===== config.mk =====
export PLATFORM = sky130hd
export DESIGN_NAME = cdb_rr_scheduler_flat
export DESIGN_NICKNAME = d
export VERILOG_FILES = /design/src/rtl/cdb_rr_scheduler_pkg.sv /design/src/rtl/cdb_rr_scheduler_if.sv /design/src/rtl/cdb_src_fifo.sv /design/src/rtl/cdb_rr_scheduler.sv /design/src/flat_wrapper.sv
export SDC_FILE = /design/constraint.sdc
export NUM_CORES = 1
export LEC_CHECK = 0
export ABC_AREA = 1
export BUFFER_PORTS_ARGS = -buffer_cell sky130_fd_sc_hd__buf_2
export CAP_MARGIN = 0
export CORE_MARGIN = 2
export CORE_UTILIZATION = 50
export DETAILED_ROUTE_END_ITERATION = 10
export PLACE_DENSITY = 0.7
export SLEW_MARGIN = 30
export SYNTH_ARGS = -nofsm -noshare
export SYNTH_HDL_FRONTEND = slang
export SYNTH_HIERARCHICAL = 1
export SYNTH_SLANG_ARGS = --single-unit
export TNS_END_PERCENT = 5

===== constraint.sdc =====
create_clock -name clk -period 13 [get_ports clk]
set_input_delay 1.3 -clock clk [delete_from_list [all_inputs] [get_ports clk]]
set_output_delay 1.3 -clock clk [all_outputs]
set_load 0.03 [all_outputs]

===== src/rtl/cdb_rr_scheduler_pkg.sv =====
`default_nettype none
// +----------------------------------------------------------------------------+
// | Module   : cdb_rr_scheduler_pkg                                            |
// | Purpose  : Shared widths and source encoding for the CDB scheduler slice.  |
// |            ROB_ID_WIDTH  - ROB tag width                                   |
// |            REG_BUS       - result value width                              |
// |            INST_ADDR_BUS - branch target width                             |
// |            cdb_src_e     - SRC_ALU=0 / SRC_LSB=1                           |
// | Revision : 1.0 - initial release                                           |
// +----------------------------------------------------------------------------+
package cdb_rr_scheduler_pkg;

   localparam int ROB_ID_WIDTH  = 4;
   localparam int REG_BUS       = 32;
   localparam int INST_ADDR_BUS = 32;

   typedef enum logic {
      SRC_ALU = 1'b0,
      SRC_LSB = 1'b1
   } cdb_src_e;

   function automatic cdb_src_e other_src(input cdb_src_e src);
      return (src == SRC_ALU) ? SRC_LSB : SRC_ALU;
   endfunction

endpackage
`default_nettype wire


===== src/rtl/cdb_rr_scheduler_if.sv =====
`default_nettype none
// +----------------------------------------------------------------------------+
// | Module   : cdb_rr_scheduler_if                                             |
// | Purpose  : Producer handshakes (ALU, LSB) and the CDB broadcast bundle.    |
// |            master : producer/consumer side (drives alu_*/lsb_* requests)   |
// |            slave  : scheduler side (drives readies and cdb_*)              |
// | Revision : 1.0 - initial release                                           |
// +----------------------------------------------------------------------------+
interface cdb_rr_scheduler_if
   import cdb_rr_scheduler_pkg::*;
#(
   parameter int ROB_W  = ROB_ID_WIDTH,
   parameter int DATA_W = REG_BUS,
   parameter int ADDR_W = INST_ADDR_BUS
) ();

   logic              alu_valid;
   logic              alu_ready;
   logic [ROB_W-1:0]  alu_rob_id;
   logic [DATA_W-1:0] alu_value;
   logic [ADDR_W-1:0] alu_addr;
   logic              alu_branch_outcome;

   logic              lsb_valid;
   logic              lsb_ready;
   logic [ROB_W-1:0]  lsb_rob_id;
   logic [DATA_W-1:0] lsb_value;

   logic              cdb_valid;
   logic [ROB_W-1:0]  cdb_rob_id;
   logic [DATA_W-1:0] cdb_value;
   logic [ADDR_W-1:0] cdb_addr;
   logic              cdb_branch_outcome;
   logic              cdb_src;

   modport master (
      output alu_valid, alu_rob_id, alu_value, alu_addr, alu_branch_outcome,
      output lsb_valid, lsb_rob_id, lsb_value,
      input  alu_ready, lsb_ready,
      input  cdb_valid, cdb_rob_id, cdb_value, cdb_addr, cdb_branch_outcome, cdb_src
   );

   modport slave (
      input  alu_valid, alu_rob_id, alu_value, alu_addr, alu_branch_outcome,
      input  lsb_valid, lsb_rob_id, lsb_value,
      output alu_ready, lsb_ready,
      output cdb_valid, cdb_rob_id, cdb_value, cdb_addr, cdb_branch_outcome, cdb_src
   );

endinterface
`default_nettype wire


===== src/rtl/cdb_src_fifo.sv =====
`default_nettype none
// +----------------------------------------------------------------------------+
// | Module   : cdb_src_fifo                                                    |
// | Purpose  : Small synchronous FIFO buffering one producer's results.        |
// |            clk/rst/flush - clock, sync reset, sync discard-all             |
// |            push/push_data - write (caller guarantees not full)             |
// |            pop            - read  (caller guarantees not empty)            |
// |            head_data/count/full/empty - registered-state status            |
// | Revision : 1.0 - initial release                                           |
// +----------------------------------------------------------------------------+
module cdb_src_fifo #(
   parameter int WIDTH = 8,
   parameter int DEPTH = 2
) (
   input  logic                     clk,
   input  logic                     rst,
   input  logic                     flush,
   input  logic                     push,
   input  logic [WIDTH-1:0]         push_data,
   input  logic                     pop,
   output logic [WIDTH-1:0]         head_data,
   output logic [$clog2(DEPTH):0]   count,
   output logic                     full,
   output logic                     empty
);

   localparam int PTR_W = $clog2(DEPTH);
   localparam logic [PTR_W:0] c_full_count = (PTR_W + 1)'(DEPTH);

   logic [WIDTH-1:0] r_mem [DEPTH];
   logic [PTR_W-1:0] r_wr_ptr;
   logic [PTR_W-1:0] r_rd_ptr;
   logic [PTR_W:0]   r_count;

   // Storage carries no reset: stale words are unreachable once the pointers clear.
   always_ff @(posedge clk) begin
      if (push) begin
         r_mem[r_wr_ptr] <= push_data;
      end
   end

   // DEPTH is a power of two, so the pointers wrap by plain overflow.
   always_ff @(posedge clk) begin
      if (rst || flush) begin
         r_wr_ptr <= '0;
         r_rd_ptr <= '0;
         r_count  <= '0;
      end else begin
         if (push) begin
            r_wr_ptr <= r_wr_ptr + 1'b1;
         end
         if (pop) begin
            r_rd_ptr <= r_rd_ptr + 1'b1;
         end
         case ({push, pop})
            2'b10:   r_count <= r_count + 1'b1;
            2'b01:   r_count <= r_count - 1'b1;
            default: r_count <= r_count;
         endcase
      end
   end

   assign head_data = r_mem[r_rd_ptr];
   assign count     = r_count;
   assign full      = (r_count == c_full_count);
   assign empty     = (r_count == '0);

endmodule
`default_nettype wire


===== src/rtl/cdb_rr_scheduler.sv =====
`default_nettype none
// +----------------------------------------------------------------------------+
// | Module   : cdb_rr_scheduler                                                |
// | Purpose  : Buffers ALU and LSB results and broadcasts one per cycle on a   |
// |            registered CDB, round-robin between the two FIFO heads.         |
// |            clk/rst - clock, synchronous active-high reset                  |
// |            flush   - discards buffered results and the CDB stage           |
// |            bus     - producer handshakes and CDB outputs (slave modport)   |
// | Revision : 1.0 - initial release                                           |
// +----------------------------------------------------------------------------+
module cdb_rr_scheduler
   import cdb_rr_scheduler_pkg::*;
#(
   parameter int ROB_W  = ROB_ID_WIDTH,
   parameter int DATA_W = REG_BUS,
   parameter int ADDR_W = INST_ADDR_BUS,
   parameter int DEPTH  = 2
) (
   input  logic               clk,
   input  logic               rst,
   input  logic               flush,
   cdb_rr_scheduler_if.slave  bus
);

   localparam int ALU_W = ROB_W + DATA_W + ADDR_W + 1;
   localparam int LSB_W = ROB_W + DATA_W;
   localparam int CNT_W = $clog2(DEPTH) + 1;
   localparam logic [CNT_W-1:0] c_depth = CNT_W'(DEPTH);

   logic             w_alu_push, w_alu_pop, w_alu_full, w_alu_empty;
   logic [ALU_W-1:0] w_alu_head;
   logic [CNT_W-1:0] w_alu_count;
   logic             w_lsb_push, w_lsb_pop, w_lsb_full, w_lsb_empty;
   logic [LSB_W-1:0] w_lsb_head;
   logic [CNT_W-1:0] w_lsb_count;

   logic [ROB_W-1:0]  w_alu_head_rob, w_lsb_head_rob;
   logic [DATA_W-1:0] w_alu_head_value, w_lsb_head_value;
   logic [ADDR_W-1:0] w_alu_head_addr;
   logic              w_alu_head_br;

   logic              w_grant;
   cdb_src_e          w_grant_src;
   cdb_src_e          w_rr_prio_next;
   cdb_src_e          r_rr_prio;

   logic              r_cdb_valid;
   logic [ROB_W-1:0]  r_cdb_rob_id;
   logic [DATA_W-1:0] r_cdb_value;
   logic [ADDR_W-1:0] r_cdb_addr;
   logic              r_cdb_branch_outcome;
   cdb_src_e          r_cdb_src;

   // Ready looks only at registered occupancy, so a same-cycle pop never
   // opens a slot for a push into a full FIFO.
   assign bus.alu_ready = (w_alu_count < c_depth) && !flush;
   assign bus.lsb_ready = (w_lsb_count < c_depth) && !flush;
   assign w_alu_push    = bus.alu_valid && bus.alu_ready;
   assign w_lsb_push    = bus.lsb_valid && bus.lsb_ready;

   cdb_src_fifo #(.WIDTH(ALU_W), .DEPTH(DEPTH)) u_alu_fifo (
      .clk       (clk),
      .rst       (rst),
      .flush     (flush),
      .push      (w_alu_push),
      .push_data ({bus.alu_rob_id, bus.alu_value, bus.alu_addr, bus.alu_branch_outcome}),
      .pop       (w_alu_pop),
      .head_data (w_alu_head),
      .count     (w_alu_count),
      .full      (w_alu_full),
      .empty     (w_alu_empty)
   );

   cdb_src_fifo #(.WIDTH(LSB_W), .DEPTH(DEPTH)) u_lsb_fifo (
      .clk       (clk),
      .rst       (rst),
      .flush     (flush),
      .push      (w_lsb_push),
      .push_data ({bus.lsb_rob_id, bus.lsb_value}),
      .pop       (w_lsb_pop),
      .head_data (w_lsb_head),
      .count     (w_lsb_count),
      .full      (w_lsb_full),
      .empty     (w_lsb_empty)
   );

   assign {w_alu_head_rob, w_alu_head_value, w_alu_head_addr, w_alu_head_br} = w_alu_head;
   assign {w_lsb_head_rob, w_lsb_head_value} = w_lsb_head;

   // Heads only: a push landing this edge is not a candidate until next cycle.
   always_comb begin
      w_grant        = 1'b0;
      w_grant_src    = SRC_ALU;
      w_rr_prio_next = r_rr_prio;
      if (!w_alu_empty && !w_lsb_empty) begin
         w_grant     = 1'b1;
         w_grant_src = r_rr_prio;
      end else if (!w_alu_empty) begin
         w_grant     = 1'b1;
         w_grant_src = SRC_ALU;
      end else if (!w_lsb_empty) begin
         w_grant     = 1'b1;
         w_grant_src = SRC_LSB;
      end
      if (w_grant) begin
         w_rr_prio_next = other_src(w_grant_src);
      end
   end

   // Pops during flush are harmless: the FIFO's flush wins.
   assign w_alu_pop = w_grant && (w_grant_src == SRC_ALU);
   assign w_lsb_pop = w_grant && (w_grant_src == SRC_LSB);

   always_ff @(posedge clk) begin
      if (rst) begin
         r_rr_prio            <= SRC_LSB;
         r_cdb_valid          <= 1'b0;
         r_cdb_rob_id         <= '0;
         r_cdb_value          <= '0;
         r_cdb_addr           <= '0;
         r_cdb_branch_outcome <= 1'b0;
         r_cdb_src            <= SRC_ALU;
      end else if (flush || !w_grant) begin
         // Flush leaves the round-robin pointer where it was.
         r_cdb_valid          <= 1'b0;
         r_cdb_rob_id         <= '0;
         r_cdb_value          <= '0;
         r_cdb_addr           <= '0;
         r_cdb_branch_outcome <= 1'b0;
         r_cdb_src            <= SRC_ALU;
      end else begin
         r_rr_prio   <= w_rr_prio_next;
         r_cdb_valid <= 1'b1;
         r_cdb_src   <= w_grant_src;
         if (w_grant_src == SRC_ALU) begin
            r_cdb_rob_id         <= w_alu_head_rob;
            r_cdb_value          <= w_alu_head_value;
            r_cdb_addr           <= w_alu_head_addr;
            r_cdb_branch_outcome <= w_alu_head_br;
         end else begin
            r_cdb_rob_id         <= w_lsb_head_rob;
            r_cdb_value          <= w_lsb_head_value;
            r_cdb_addr           <= '0;
            r_cdb_branch_outcome <= 1'b0;
         end
      end
   end

   assign bus.cdb_valid          = r_cdb_valid;
   assign bus.cdb_rob_id         = r_cdb_rob_id;
   assign bus.cdb_value          = r_cdb_value;
   assign bus.cdb_addr           = r_cdb_addr;
   assign bus.cdb_branch_outcome = r_cdb_branch_outcome;
   assign bus.cdb_src            = r_cdb_src;

   // A full FIFO must never see a push.
   a_no_push_full : assert property (@(posedge clk) disable iff (rst)
      !(w_alu_full && w_alu_push) && !(w_lsb_full && w_lsb_push));

endmodule
`default_nettype wire


===== src/flat_wrapper.sv =====
// flat-port wrapper written by rule: the top's interface ports become plain ports
module cdb_rr_scheduler_flat import cdb_rr_scheduler_pkg::*;
#(
   parameter int ROB_W  = ROB_ID_WIDTH,
   parameter int DATA_W = REG_BUS,
   parameter int ADDR_W = INST_ADDR_BUS,
   parameter int DEPTH  = 2
)
  (clk, rst, flush, bus_alu_valid, bus_alu_rob_id, bus_alu_value, bus_alu_addr, bus_alu_branch_outcome, bus_lsb_valid, bus_lsb_rob_id, bus_lsb_value, bus_alu_ready, bus_lsb_ready, bus_cdb_valid, bus_cdb_rob_id, bus_cdb_value, bus_cdb_addr, bus_cdb_branch_outcome, bus_cdb_src);
  cdb_rr_scheduler_if #(.ROB_W(ROB_W), .DATA_W(DATA_W), .ADDR_W(ADDR_W)) bus_i ();
  input  logic clk;
  input  logic rst;
  input  logic flush;
  input wire logic [$bits(bus_i.alu_valid)-1:0] bus_alu_valid;
  input wire logic [$bits(bus_i.alu_rob_id)-1:0] bus_alu_rob_id;
  input wire logic [$bits(bus_i.alu_value)-1:0] bus_alu_value;
  input wire logic [$bits(bus_i.alu_addr)-1:0] bus_alu_addr;
  input wire logic [$bits(bus_i.alu_branch_outcome)-1:0] bus_alu_branch_outcome;
  input wire logic [$bits(bus_i.lsb_valid)-1:0] bus_lsb_valid;
  input wire logic [$bits(bus_i.lsb_rob_id)-1:0] bus_lsb_rob_id;
  input wire logic [$bits(bus_i.lsb_value)-1:0] bus_lsb_value;
  output wire logic [$bits(bus_i.alu_ready)-1:0] bus_alu_ready;
  output wire logic [$bits(bus_i.lsb_ready)-1:0] bus_lsb_ready;
  output wire logic [$bits(bus_i.cdb_valid)-1:0] bus_cdb_valid;
  output wire logic [$bits(bus_i.cdb_rob_id)-1:0] bus_cdb_rob_id;
  output wire logic [$bits(bus_i.cdb_value)-1:0] bus_cdb_value;
  output wire logic [$bits(bus_i.cdb_addr)-1:0] bus_cdb_addr;
  output wire logic [$bits(bus_i.cdb_branch_outcome)-1:0] bus_cdb_branch_outcome;
  output wire logic [$bits(bus_i.cdb_src)-1:0] bus_cdb_src;
  assign bus_i.alu_valid = bus_alu_valid;
  assign bus_i.alu_rob_id = bus_alu_rob_id;
  assign bus_i.alu_value = bus_alu_value;
  assign bus_i.alu_addr = bus_alu_addr;
  assign bus_i.alu_branch_outcome = bus_alu_branch_outcome;
  assign bus_i.lsb_valid = bus_lsb_valid;
  assign bus_i.lsb_rob_id = bus_lsb_rob_id;
  assign bus_i.lsb_value = bus_lsb_value;
  assign bus_alu_ready = bus_i.alu_ready;
  assign bus_lsb_ready = bus_i.lsb_ready;
  assign bus_cdb_valid = bus_i.cdb_valid;
  assign bus_cdb_rob_id = bus_i.cdb_rob_id;
  assign bus_cdb_value = bus_i.cdb_value;
  assign bus_cdb_addr = bus_i.cdb_addr;
  assign bus_cdb_branch_outcome = bus_i.cdb_branch_outcome;
  assign bus_cdb_src = bus_i.cdb_src;
  cdb_rr_scheduler #(.ROB_W(ROB_W), .DATA_W(DATA_W), .ADDR_W(ADDR_W), .DEPTH(DEPTH)) u_core (.clk(clk), .rst(rst), .flush(flush), .bus(bus_i));
endmodule

# After elaboration in Yosys (flattened, before gate mapping)
# Memories as Yosys holds them, arrays and structs flattened. A register that Yosys moved wholly into a read port is not among the register bits.
# Index checks and enable logic that the tools add are counted.
[word_totals] register_bits=80 latchBits=0 ramBits=210 mem_bits_ro=0 in_bits=110 output_inout_bits=73 elab_cells=70 memories=2
[memory_table] name="u_core.u_alu_fifo.r_mem" depth=2 width=69 read_ports=1 rd_clocked_by_memory_dff=1 wr=1 line_no="cdb_src_fifo.sv:30" source="logic [WIDTH-1:0] r_mem [DEPTH];"
[memory_table] name="u_core.u_lsb_fifo.r_mem" depth=2 width=36 read_ports=1 rd_clocked_by_memory_dff=1 wr=1 line_no="cdb_src_fifo.sv:30"
[op_classes] n_addsub=8 multipliers=0 div_mod_pow=0 order_cmp=2 n_eq_ne=4 n_shift=0 muxes=19 n_bitwise=2 reduce_logical=20
[op_table] op="32-bit two-way mux" n=1
[op_table] op="1-bit two-way mux" n=15
[op_table] op="2-bit one-hot mux with 2 select lines" n=2
[op_table] op="1-bit logical AND" n=7
[op_table] op="1-bit adder (second input constant)" n=4
[op_table] op="2-bit by 1-bit adder with 2-bit output (second input constant)" n=2
[op_table] op="2-bit by 1-bit equality test with 1-bit output (second input constant)" n=2
[op_table] op="2-bit equality test (second input constant)" n=2
[op_table] op="1-bit zero test" n=4
[op_table] op="2-bit zero test" n=2
[op_table] op="2-bit less-than comparator (second input constant)" n=2
[op_table] op="4-bit two-way mux" n=1
[op_table] op="2-bit nonzero test" n=2
[op_table] op="2-bit by 1-bit subtractor with 2-bit output (second input constant)" n=2
[op_table] op="3-bit OR reduction" n=1
[op_table] op="1-bit logical OR" n=2
[op_table] op="1-bit inverter" n=2
[op_table] op="2-bit AND reduction" n=1
[op_table] op="2-bit OR reduction" n=1

# Longest topological paths before layout
# Gate-level depths: netlist (run 1).
[depth] word_depth=8 ltp_mapped=12 ltp_nobuf=10

# By module
# Netlist (run 1), hierarchy kept.
[by_module_without_submodules] mod="cdb_src_fifo at u_core.u_alu_fifo" n_inst=1 cells_each=248 area_per_inst_um2=5243.8 seq_area_each_um2=4244.1
[by_module_without_submodules] mod="cdb_src_fifo at u_core.u_lsb_fifo" n_inst=1 cells_each=147 area_per_inst_um2=2982.9 seq_area_each_um2=2262.2
[by_module_without_submodules] mod="cdb_rr_scheduler" n_inst=1 cells_each=356 area_per_inst_um2=2748.9 seq_area_each_um2=1441.4

# Worst setup path before layout (run 1)
# No wires, ideal clock.
[synth_path] path_kind="input to register" from="input flush" to="memory u_core/u_alu_fifo/r_mem[0][0] (netlist name) (enable)" setup_time_ns=0.496 t_arrival_ns=4.569 required_time_ns=12.504 path_slack_ns=7.934 stages=3 n_path_buf=0 path_cell_list="nor3b_1 inv_1 nor2_1"
[synth_between] elab_chain_cells=5
[synth_lines] element="start, declared" line_no="flat_wrapper.sv:13" source="input logic flush;"
[synth_lines] element="1-bit zero test" line_no="cdb_rr_scheduler.sv:56" source="assign bus.alu_ready = (w_alu_count < c_depth) && !flush;"
[synth_lines] element="1-bit logical AND" line_no="cdb_rr_scheduler.sv:56"
[synth_lines] element="1-bit logical AND" line_no="cdb_rr_scheduler.sv:58" source="assign w_alu_push = bus.alu_valid && bus.alu_ready;"
[synth_lines] element="1-bit two-way mux" line_no="cdb_src_fifo.sv:37" source="if (push) begin"
[synth_lines] element="1-bit two-way mux (not written as such)" line_no="cdb_src_fifo.sv:38" source="r_mem[r_wr_ptr] <= push_data;"
[synth_lines] element="end, declared" line_no="cdb_src_fifo.sv:30"
# No other way between the ends.

# Worst setup path in the final report (run 1)
[layout_path] from="input flush" to="output bus_alu_ready"
[layout_between] elab_chain_cells=2
[layout_lines] element="1-bit zero test" line_no="cdb_rr_scheduler.sv:56"
[layout_lines] element="1-bit logical AND" line_no="cdb_rr_scheduler.sv:56"
[layout_lines] element="end, declared" line_no="flat_wrapper.sv:22" source="output wire logic [$bits(bus_i.alu_ready)-1:0] bus_alu_ready;"
# No other way between the ends.

==> flow_metrics.py, run 1 <==
metrics = {
    "sta": {
        "rsz0062_at_grt": "false",
        "skew_ps": 9.48,
        "fmax_ghz": 0.330,
        "setup_viol": 0,
        "period_minus_slack_ps": 3030,
        "hold_viol": 0,
        "tns_ps": 0,
        "worstMarginPinSlew_ps": 872,
        "period_share_pct": 23.3,
        "max-slew-margin-rel_pct": 41.9,
        "slew_violations": 0,
    },
    "finish": {
        "final_util_pct": 60.7,
        "regArea_um2": 7960,
        "syn_to_final_growth_pct": 20.1,
        "layout-drive-gt1-share_pct": 38.9,
        "multi_input_area_um2": 2410,
        "nets": 1052,
        "fillers": 1666,
    },
    "critical_path": {
        "critPathRequiredTime_ps": 11700,
        "criticalPathCategory": "in2out",
        "endpoint_kind": "primary output",
        "path_cells": "buf_2 -> nor2_1 -> buf_2",
        "cp.arrival_ps": 1730,
        "critical-path-slowest-cell": "buf_2",
        "critPathMaxFanout": 7,
        "slowest_delay_ps": 200,
        "cpLargestDelayFamily": "buffers and inverters",
        "start_kind": "primary input",
        "timing.rr.start": "u_core/u_alu_fifo/count[1]",
        "ff2ff_path_depth": 6,
        "cpMostUsedCell": "buf_2",
        "worst-r2r-setup-slack_ps": 10710,
        "critPathBufInv": 2,
        "r2r-end": "u_core/bus.cdb_addr[5]",
        "cp.depth": 3,
    },
    "run": {
        "maxCapViolCount": 0,
    },
    "die": {
        "rows": 54,
        "core-area_um2": 21700,
        "die_x_um": 152,
        "die_area_um2": 23100,
        "io_pins": 183,
        "start_util_pct": 50.6,
        "die_y_um": 152,
    },
    "cts": {
        "postCtsSetupBuffers": 0,
        "tritoncts": "yes",
        "clock-sinks": 292,
        "cts_made_buffers": 30,
        "htreeDepth": 1,
        "clockRootBuffer": "clkbuf_16",
        "cts_buffer_depth": 3,
        "path_clk_slew_ps": 60,
        "ctsHoldBuffers": 0,
        "cts_resized": 0,
        "clock_latency_ps": 540,
    },
    "grt": {
        "grt_start_max_net_pins": 70,
        "antenna_found_initial": 7,
        "overflow": 0,
        "grt_pass1_wl_mm": 30.6,
        "grt_pass1_vias": 5956,
        "track_usage_pct": 16.7,
    },
    "route": {
        "drt_iter0_drc": 277,
        "viasPerCell": 4.73,
        "drc": 0,
        "drt_pass1_iterations": 6,
        "wl_per_cell_um": 15.8,
        "num_vias": 5906,
        "ant_nets": 0,
        "wl_mm": 19.7,
    },
    "place": {
        "globalplace.congestion": 0.739,
        "io_buffers": 182,
        "dp_hpwl_mm": 12.4,
    },
    "pwr": {
        "peakVddDrop_uv": 113,
        "power_density_nw_per_um2": 155,
        "leakage_nw": 5.33,
        "finalPower_w": 0.00205,
    },
    "yosys": {
        "syn_area_um2": 11000,
        "synth.avg_cell_area_um2": 14.7,
        "synth.net_count": 860,
        "ys_warn_count": 6,
        "synthCells": 748,
    },
    "worst_hold_path": {
        "min_delay_worst_endpoint": "u_core/u_alu_fifo/count[0]",
        "worstHoldStart": "u_core/u_alu_fifo/count[0]",
        "hold_depth": 2,
        "hold_class": "reg2reg",
    },
    "outcome": {
        "status": "finished clean",
    },
}
[worst reg2reg max path, cell delays in order, from the launching register on]
cell and delay, ps:
dfxtp_1 340, nor2_1 270, inv_1 90, nand2_2 570, nand2_2 170, nand2_2 550
nor2_1 140
[final cells by class]
type | count | share of cell area (%)
antenna | 4 | 0.0760
clock buffer | 43 | 6.55
clock inverter | 13 | 1.44
inverter | 86 | 2.46
multi-input combinational | 341 | 18.3
sequential | 292 | 60.4
tap | 280 | 2.66
timing repair buffer | 189 | 8.05
[how the worst max path moves through the flow]
stage	start	to	slack (ps)
after global routing	flush	bus_alu_ready	9880
after global placement	flush	u_core/bus.cdb_addr[28]	9600
after CTS	flush	bus_alu_ready	9960
after floorplan	flush	u_core/u_alu_fifo/r_mem[0][0]	7930
after detailed placement	flush	u_core/u_alu_fifo/r_mem[0][36]	9750
final	flush	bus_alu_ready	9970
[layout by cell type (no fill, tap or decap), types with 6 or more instances in the layout]
master     count
clkbuf_1       9
clkinv_2       6
dfxtp_1       80
nor2_1       112
mux2_2        65
buf_2        182
nor2_2        12
clkbuf_16     32
inv_1         82
mux2_4        40
edfxtp_1     210
nand2_2       13
nand3_1       38
nand2_1       42
[stage by stage]
step	setup slack [ps]	instance area, um^2	cells	hold WS, ps
after CTS	9960	13200	1244	508
final	9970	13200	1248	506
after global routing	9880	13200	1245	541
after global placement	9600	12000	1183	476
after detailed placement	9750	12100	1188	497
after floorplan	7930	11000	748	470
[report_power, final]
part / switching [W] / leakage [nW] / internal (W)
Combinational: 0.0000689 / 2.22 / 0.0000518
Sequential: 0.00000967 / 2.59 / 0.00103
Clock: 0.000331 / 0.513 / 0.000558
Total: 0.000410 / 5.33 / 0.00164
[flip-flops by register name (all words and copies together) (netlist names), named ones only]
signal	flops
u_core/r_rr_prio	1
u_core/bus.cdb_value	32
u_core/u_alu_fifo/count	2
u_core/u_lsb_fifo/r_rd_ptr	1
u_core/bus.cdb_rob_id	4
u_core/bus.cdb_src	1
u_core/u_lsb_fifo/r_mem	72
u_core/u_alu_fifo/r_rd_ptr	1
u_core/bus.cdb_branch_outcome	1
u_core/u_alu_fifo/r_wr_ptr	1
u_core/u_alu_fifo/r_mem	138
u_core/u_lsb_fifo/r_wr_ptr	1
u_core/bus.cdb_valid	1
u_core/u_lsb_fifo/count	2
u_core/bus.cdb_addr	32
[per-layer routing]
layer / routed length (um) / global-route usage, % / vias to the layer above
met5: 16 / 0 / -
met4: 395 / 3.96 / 2
met3: 1320 / 4.42 / 31
met2: 9330 / 28.4 / 173
met1: 8620 / 21.5 / 2777
li1: - / - / 2923
No activity file was read; power rests on OpenSTA's default activity.
==> run 2, diff against run 1 <==
clock period = 2.8 ns   (was 13 ns; I/O delays follow)
==> run 2 against run 1 <==
Total power rose to 4.7 times the previous value; flip-flop and latch count unchanged; utilization up 4.8 points; critical endpoint is now u_core/bus.cdb_addr[24]; global-route usage is 1.5 points higher; combinational power grew to 5.6 times the previous value; worst setup slack lost 9300 ps; cell area up 8.0%; non-clock buffer count rose by 112; clock skew about the same.
==> flow_metrics.py, run 2 (synthesis gave the netlist of run 1 again) <==
metrics = {
    "die": {
        "die_y_um": 152,
        "die_area_um2": 23100,
        "die_x_um": 152,
        "start_util_pct": 50.6,
        "core-area_um2": 21700,
        "rows": 54,
        "io_pins": 183,
    },
    "route": {
        "ant_nets": 0,
        "drt_pass1_iterations": 5,
        "num_vias": 6386,
        "viasPerCell": 4.71,
        "drt_iter0_drc": 271,
        "wl_per_cell_um": 15.6,
        "wl_mm": 21.2,
        "drc": 0,
    },
    "pwr": {
        "p_sw_share_pct": 20.7,
        "p_int_w": 0.00759,
        "peakVddDrop_uv": 611,
        "power.share.sequential_pct": 50.2,
        "power.switching_w": 0.00198,
        "power_density_nw_per_um2": 673,
        "finalPower_w": 0.00956,
        "comb_power_share_pct": 7.1,
        "power_frac_clock_pct": 42.7,
        "leakage_nw": 5.79,
    },
    "sta": {
        "hold_viol": 0,
        "whs_ps": 34.5,
        "worstMarginPinSlew_ps": 700,
        "period_share_pct": 74.8,
        "fmax_ghz": 0.477,
        "tns_ps": 0,
        "setup_viol": 0,
        "max-slew-margin-rel_pct": 53.2,
        "period_minus_slack_ps": 2100,
        "slew_violations": 0,
        "setup_slack_ps": 704,
        "skew_ps": 9.84,
        "rsz0062_at_grt": "false",
    },
    "run": {
        "maxCapViolCount": 0,
    },
    "place": {
        "globalplace.congestion": 0.777,
        "io_buffers": 182,
        "place_area_um2": 12100,
        "dp_slack_ps": 699,
        "dp_hpwl_mm": 12.8,
    },
    "grt": {
        "antenna_found_initial": 1,
        "overflow": 0,
        "track_usage_pct": 18.2,
        "grt_start_max_net_pins": 47,
        "grt_pass1_vias": 6624,
        "grt_pass1_wl_mm": 33.7,
    },
    "critical_path": {
        "start_kind": "flip-flop",
        "critPathMaxFanout": 33,
        "cpLargestDelayFamily": "simple AND/OR/NAND/NOR gates",
        "cp.arrival_ps": 2550,
        "endpoint_kind": "flip-flop",
        "criticalPathCategory": "reg2reg",
        "path_cells": "nor2_1 -> nand2_2 -> nand2_4 -> nor2_4 -> nand2_2 -> nor2_1",
        "critical-path-slowest-cell": "nand2_2",
        "critPathRequiredTime_ps": 3250,
        "slowest_delay_ps": 560,
        "critPathBufInv": 0,
    },
    "cts": {
        "clockRootBuffer": "clkbuf_16",
        "cts_buffer_depth": 3,
        "tritoncts": "yes",
        "clock_latency_ps": 540,
        "cts_made_buffers": 30,
        "htreeDepth": 1,
        "clock-sinks": 292,
        "postCtsSetupBuffers": 0,
        "path_clk_slew_ps": 60,
    },
    "finish": {
        "syn_to_final_growth_pct": 29.6,
        "regMostFlops": "u_core/u_alu_fifo/r_mem",
        "nets": 1164,
        "final_common_cell": "edfxtp_1",
        "layout-drive-gt1-share_pct": 35.8,
        "final_cell_area_um2": 14200,
        "reg.largest.list": "u_core/u_alu_fifo/r_mem x138, u_core/u_lsb_fifo/r_mem x72",
        "largest_reg_flops": 138,
        "layout_common_cells": "edfxtp_1, buf_2, nor2_1, dlygate4sd3_1, inv_1",
    },
    "worst_hold_path": {
        "hold_class": "in2reg",
    },
    "outcome": {
        "status": "finished clean",
    },
}
-- run 2: cell count changes in the layout (fill, tap and decap cells not counted), sizes merged --
| cell | before | now |
|---|---|---|
| bufinv | 5 | 3 |
| diode | 4 | 1 |
| clkinvlp | 1 | 2 |
| clkinv | 8 | 9 |
| dlygate4sd3 | 0 | 105 |
| buf | 189 | 196 |
-- run 2: repair_timing --
action                                  4_1_cts  5_1_grt
endpoints found under the setup margin        0        0
hold buffers                                105        0
gates resized for setup                       0        0
hold endpoints to repair                    210        0
-- run 2: layout make-up --
class,instances,area (um^2)
sequential,292,7950
fill,1575,7480
multi-input combinational,341,2410
timing repair buffer,301,2120
clock buffer,43,893
tap,280,350
inverter,86,324
clock inverter,13,151
antenna,1,2.50
-- run 2: power by group through the flow --
stage / registers, W / logic, W / clock network (W)
5_1_grt: 0.00481 / 0.000745 / 0.00434
6_report: 0.00480 / 0.000681 / 0.00408
2_1_floorplan: 0.00493 / 0.000334 / 0
4_1_cts: 0.00480 / 0.000685 / 0.00415
3_5_place_dp: 0.00489 / 0.000565 / 0
3_3_place_gp: 0.00489 / 0.000551 / 0
-- run 2: final timing paths --
path	startpoint	endpoint	slack, ps	depth (start not counted)
setup / recovery	u_core/u_lsb_fifo/count[1]	u_core/bus.cdb_addr[24]	700	6
setup reg to reg	u_core/u_lsb_fifo/count[1]	u_core/bus.cdb_addr[24]	700	6
hold / removal	rst	u_core/bus.cdb_src	30	2
hold reg to reg	u_core/u_alu_fifo/count[0]	u_core/u_alu_fifo/count[0]	510	2
-- run 2: per-layer routing --
metal | vias up | wire length, um | global-route usage (%)
met3 | 37 | 1460 | 3.94
met4 | 0 | 386 | 4.41
met1 | 2996 | 8960 | 23.6
li1 | 3142 | - | -
met5 | - | 0 | 0
met2 | 211 | 10400 | 31.3
-- run 2: stage by stage --
step,util (%),std cells
2_1_floorplan,-,748
3_3_place_gp,55.7,1194
3_5_place_dp,55.8,1195
4_1_cts,65.5,1356
5_1_grt,65.5,1357
6_report,65.5,1357
==> run 3, diff against run 2 <==
PLACE_DENSITY = 0.73   (was 0.7)
clock period = 1.8 ns   (was 2.8 ns; I/O delays follow)
==> run 3 against run 2 <==
First-iteration DRC count increased by 26%; worst setup slack got worse by 520 ps; total power increased by 57%.
==> flow_metrics.py, run 3 (synthesis gave the netlist of run 1 again) <==
metrics = {
    "finish": {
        "nets": 1170,
        "fillers": 1538,
        "reg.largest.list": "u_core/u_alu_fifo/r_mem x138, u_core/u_lsb_fifo/r_mem x72",
        "largest_reg_flops": 138,
        "layout_common_cells": "edfxtp_1, buf_2, nor2_1, dlygate4sd3_1, inv_1",
        "layout-drive-gt1-share_pct": 36.3,
        "final_util_pct": 66.0,
        "syn_to_final_growth_pct": 30.5,
        "regMostFlops": "u_core/u_alu_fifo/r_mem",
        "final_cell_area_um2": 14300,
        "final_common_cell": "edfxtp_1",
    },
    "critical_path": {
        "timing.rr.start": "u_core/u_lsb_fifo/count[1]",
        "criticalPathCategory": "reg2reg",
        "start_kind": "flip-flop",
        "r2r-end": "u_core/u_lsb_fifo/count[1]",
        "endpoint_kind": "flip-flop",
        "critPathRequiredTime_ps": 2270,
        "ff2ff_path_depth": 8,
        "cp.arrival_ps": 2080,
        "critPathMaxFanout": 5,
        "worst-r2r-setup-slack_ps": 190,
    },
    "sta": {
        "tns_ps": 0,
        "setup_viol": 0,
        "max-slew-margin-rel_pct": 70.3,
        "rsz0062_at_grt": "false",
        "period_minus_slack_ps": 1610,
        "hold_viol": 0,
        "worstMarginPinSlew_ps": 445,
        "setup_slack_ps": 188,
        "period_share_pct": 89.6,
        "fmax_ghz": 0.620,
        "skew_ps": 14.0,
        "slew_violations": 0,
    },
    "grt": {
        "track_usage_pct": 18.6,
        "grt_start_max_net_pins": 58,
        "overflow": 0,
        "grt_pass1_vias": 6897,
        "grt_pass1_wl_mm": 34.5,
        "antenna_found_initial": 1,
    },
    "die": {
        "die_area_um2": 23100,
        "die_y_um": 152,
        "die_x_um": 152,
        "rows": 54,
        "core-area_um2": 21700,
        "io_pins": 183,
        "start_util_pct": 50.6,
    },
    "pwr": {
        "peakVddDrop_uv": 861,
        "power_density_nw_per_um2": 1050,
        "leakage_nw": 5.82,
        "finalPower_w": 0.0150,
    },
    "cts": {
        "htreeDepth": 1,
        "tritoncts": "yes",
        "clock_latency_ps": 530,
        "path_clk_slew_ps": 60,
        "cts_buffer_depth": 3,
        "clockRootBuffer": "clkbuf_16",
        "cts_made_buffers": 29,
        "clock-sinks": 292,
    },
    "route": {
        "m1WireLength_mm": 8.80,
        "viasPerCell": 4.77,
        "drt_iter0_drc": 342,
        "wl_per_cell_um": 15.9,
        "drt_pass1_iterations": 4,
        "met3_length_mm": 1.23,
        "ant_nets": 0,
        "dr_wl_met2_mm": 11.2,
        "wl_mm": 21.7,
        "num_vias": 6489,
        "drc": 0,
        "highest_layer": "met4",
    },
    "worst_hold_path": {
        "hold_depth": 4,
        "worstHoldStart": "flush",
        "min_delay_worst_endpoint": "u_core/u_alu_fifo/count[1]",
        "hold_class": "in2reg",
    },
    "place": {
        "place_area_um2": 12200,
        "dp_hpwl_mm": 12.8,
        "io_buffers": 182,
        "globalplace.congestion": 0.757,
        "dp_slack_ps": 142,
    },
    "run": {
        "maxCapViolCount": 0,
    },
    "outcome": {
        "status": "finished clean",
    },
}
run 3: changes by cell type in the layout (fill, tap and decap cells not counted), sizes merged:
cell         before  now
bufinv            3    7
clkinvlp          2    4
buf             196  202
clkinv            9    8
clkbuf           43   35
dlygate4sd3     105  106
run 3: area by class of cell:
class	instances	area [um^2]	share of cell area (%)
Clock buffer	35	768	5.37
Timing Repair Buffer	308	2220	15.5
Inverter	86	327	2.28
Multi-Input combinational cell	341	2420	16.9
Tap cell	280	350	2.45
Sequential cell	292	7950	55.6
Antenna cell	1	2.50	0.0175
Clock inverter	18	269	1.88
run 3: how the worst max path moves through the flow:
stage,from,to,slack (ps)
floorplan,u_core/u_alu_fifo/count[1],u_core/u_alu_fifo/r_mem[0][0],-280
global placement,u_core/u_lsb_fifo/count[1],u_core/u_alu_fifo/count[1],180
detailed placement,u_core/u_lsb_fifo/count[1],u_core/u_alu_fifo/count[1],140
CTS,u_core/u_lsb_fifo/count[1],u_core/u_alu_fifo/count[1],120
global route,u_core/u_lsb_fifo/count[1],u_core/u_lsb_fifo/count[1],9
finish,u_core/u_lsb_fifo/count[1],u_core/u_lsb_fifo/count[1],190
run 3: repair_timing:
action | in CTS | in global routing
hold endpoints to repair | 214 | 0
resized for setup | 0 | 1
buffers inserted | 0 | 0
endpoints found under the setup margin | 0 | 1
hold buffers | 106 | 0
run 3: metrics by stage:
step / cells / hold WS, ps
after floorplan: 748 / 259
after global placement: 1201 / 368
after detailed placement: 1201 / 371
after CTS: 1360 / 5.70
after global routing: 1361 / 47.1
final: 1361 / 32.6
run 3: critical path: stages (launching register included):
cell	delay (ps)
dfxtp_1	350
nor3b_1	360
inv_1	150
ha_1	330
inv_1	90
nand2_1	60
nor2_1	90
nor2_1	40
nor2_1	90
run 3: where the power goes:
group / switching (W) / total (W) / internal [W]
clock: 0.00243 / 0.00646 / 0.00403
sequential: 0.0000500 / 0.00745 / 0.00740
combinational: 0.000565 / 0.00110 / 0.000536
run 3: per-layer routing:
metal	GRT usage (%)	vias up
li1	-	3156
met1	22.4	3108
met2	34.4	190
met3	3.48	35
met4	4.27	0
met5	0	-
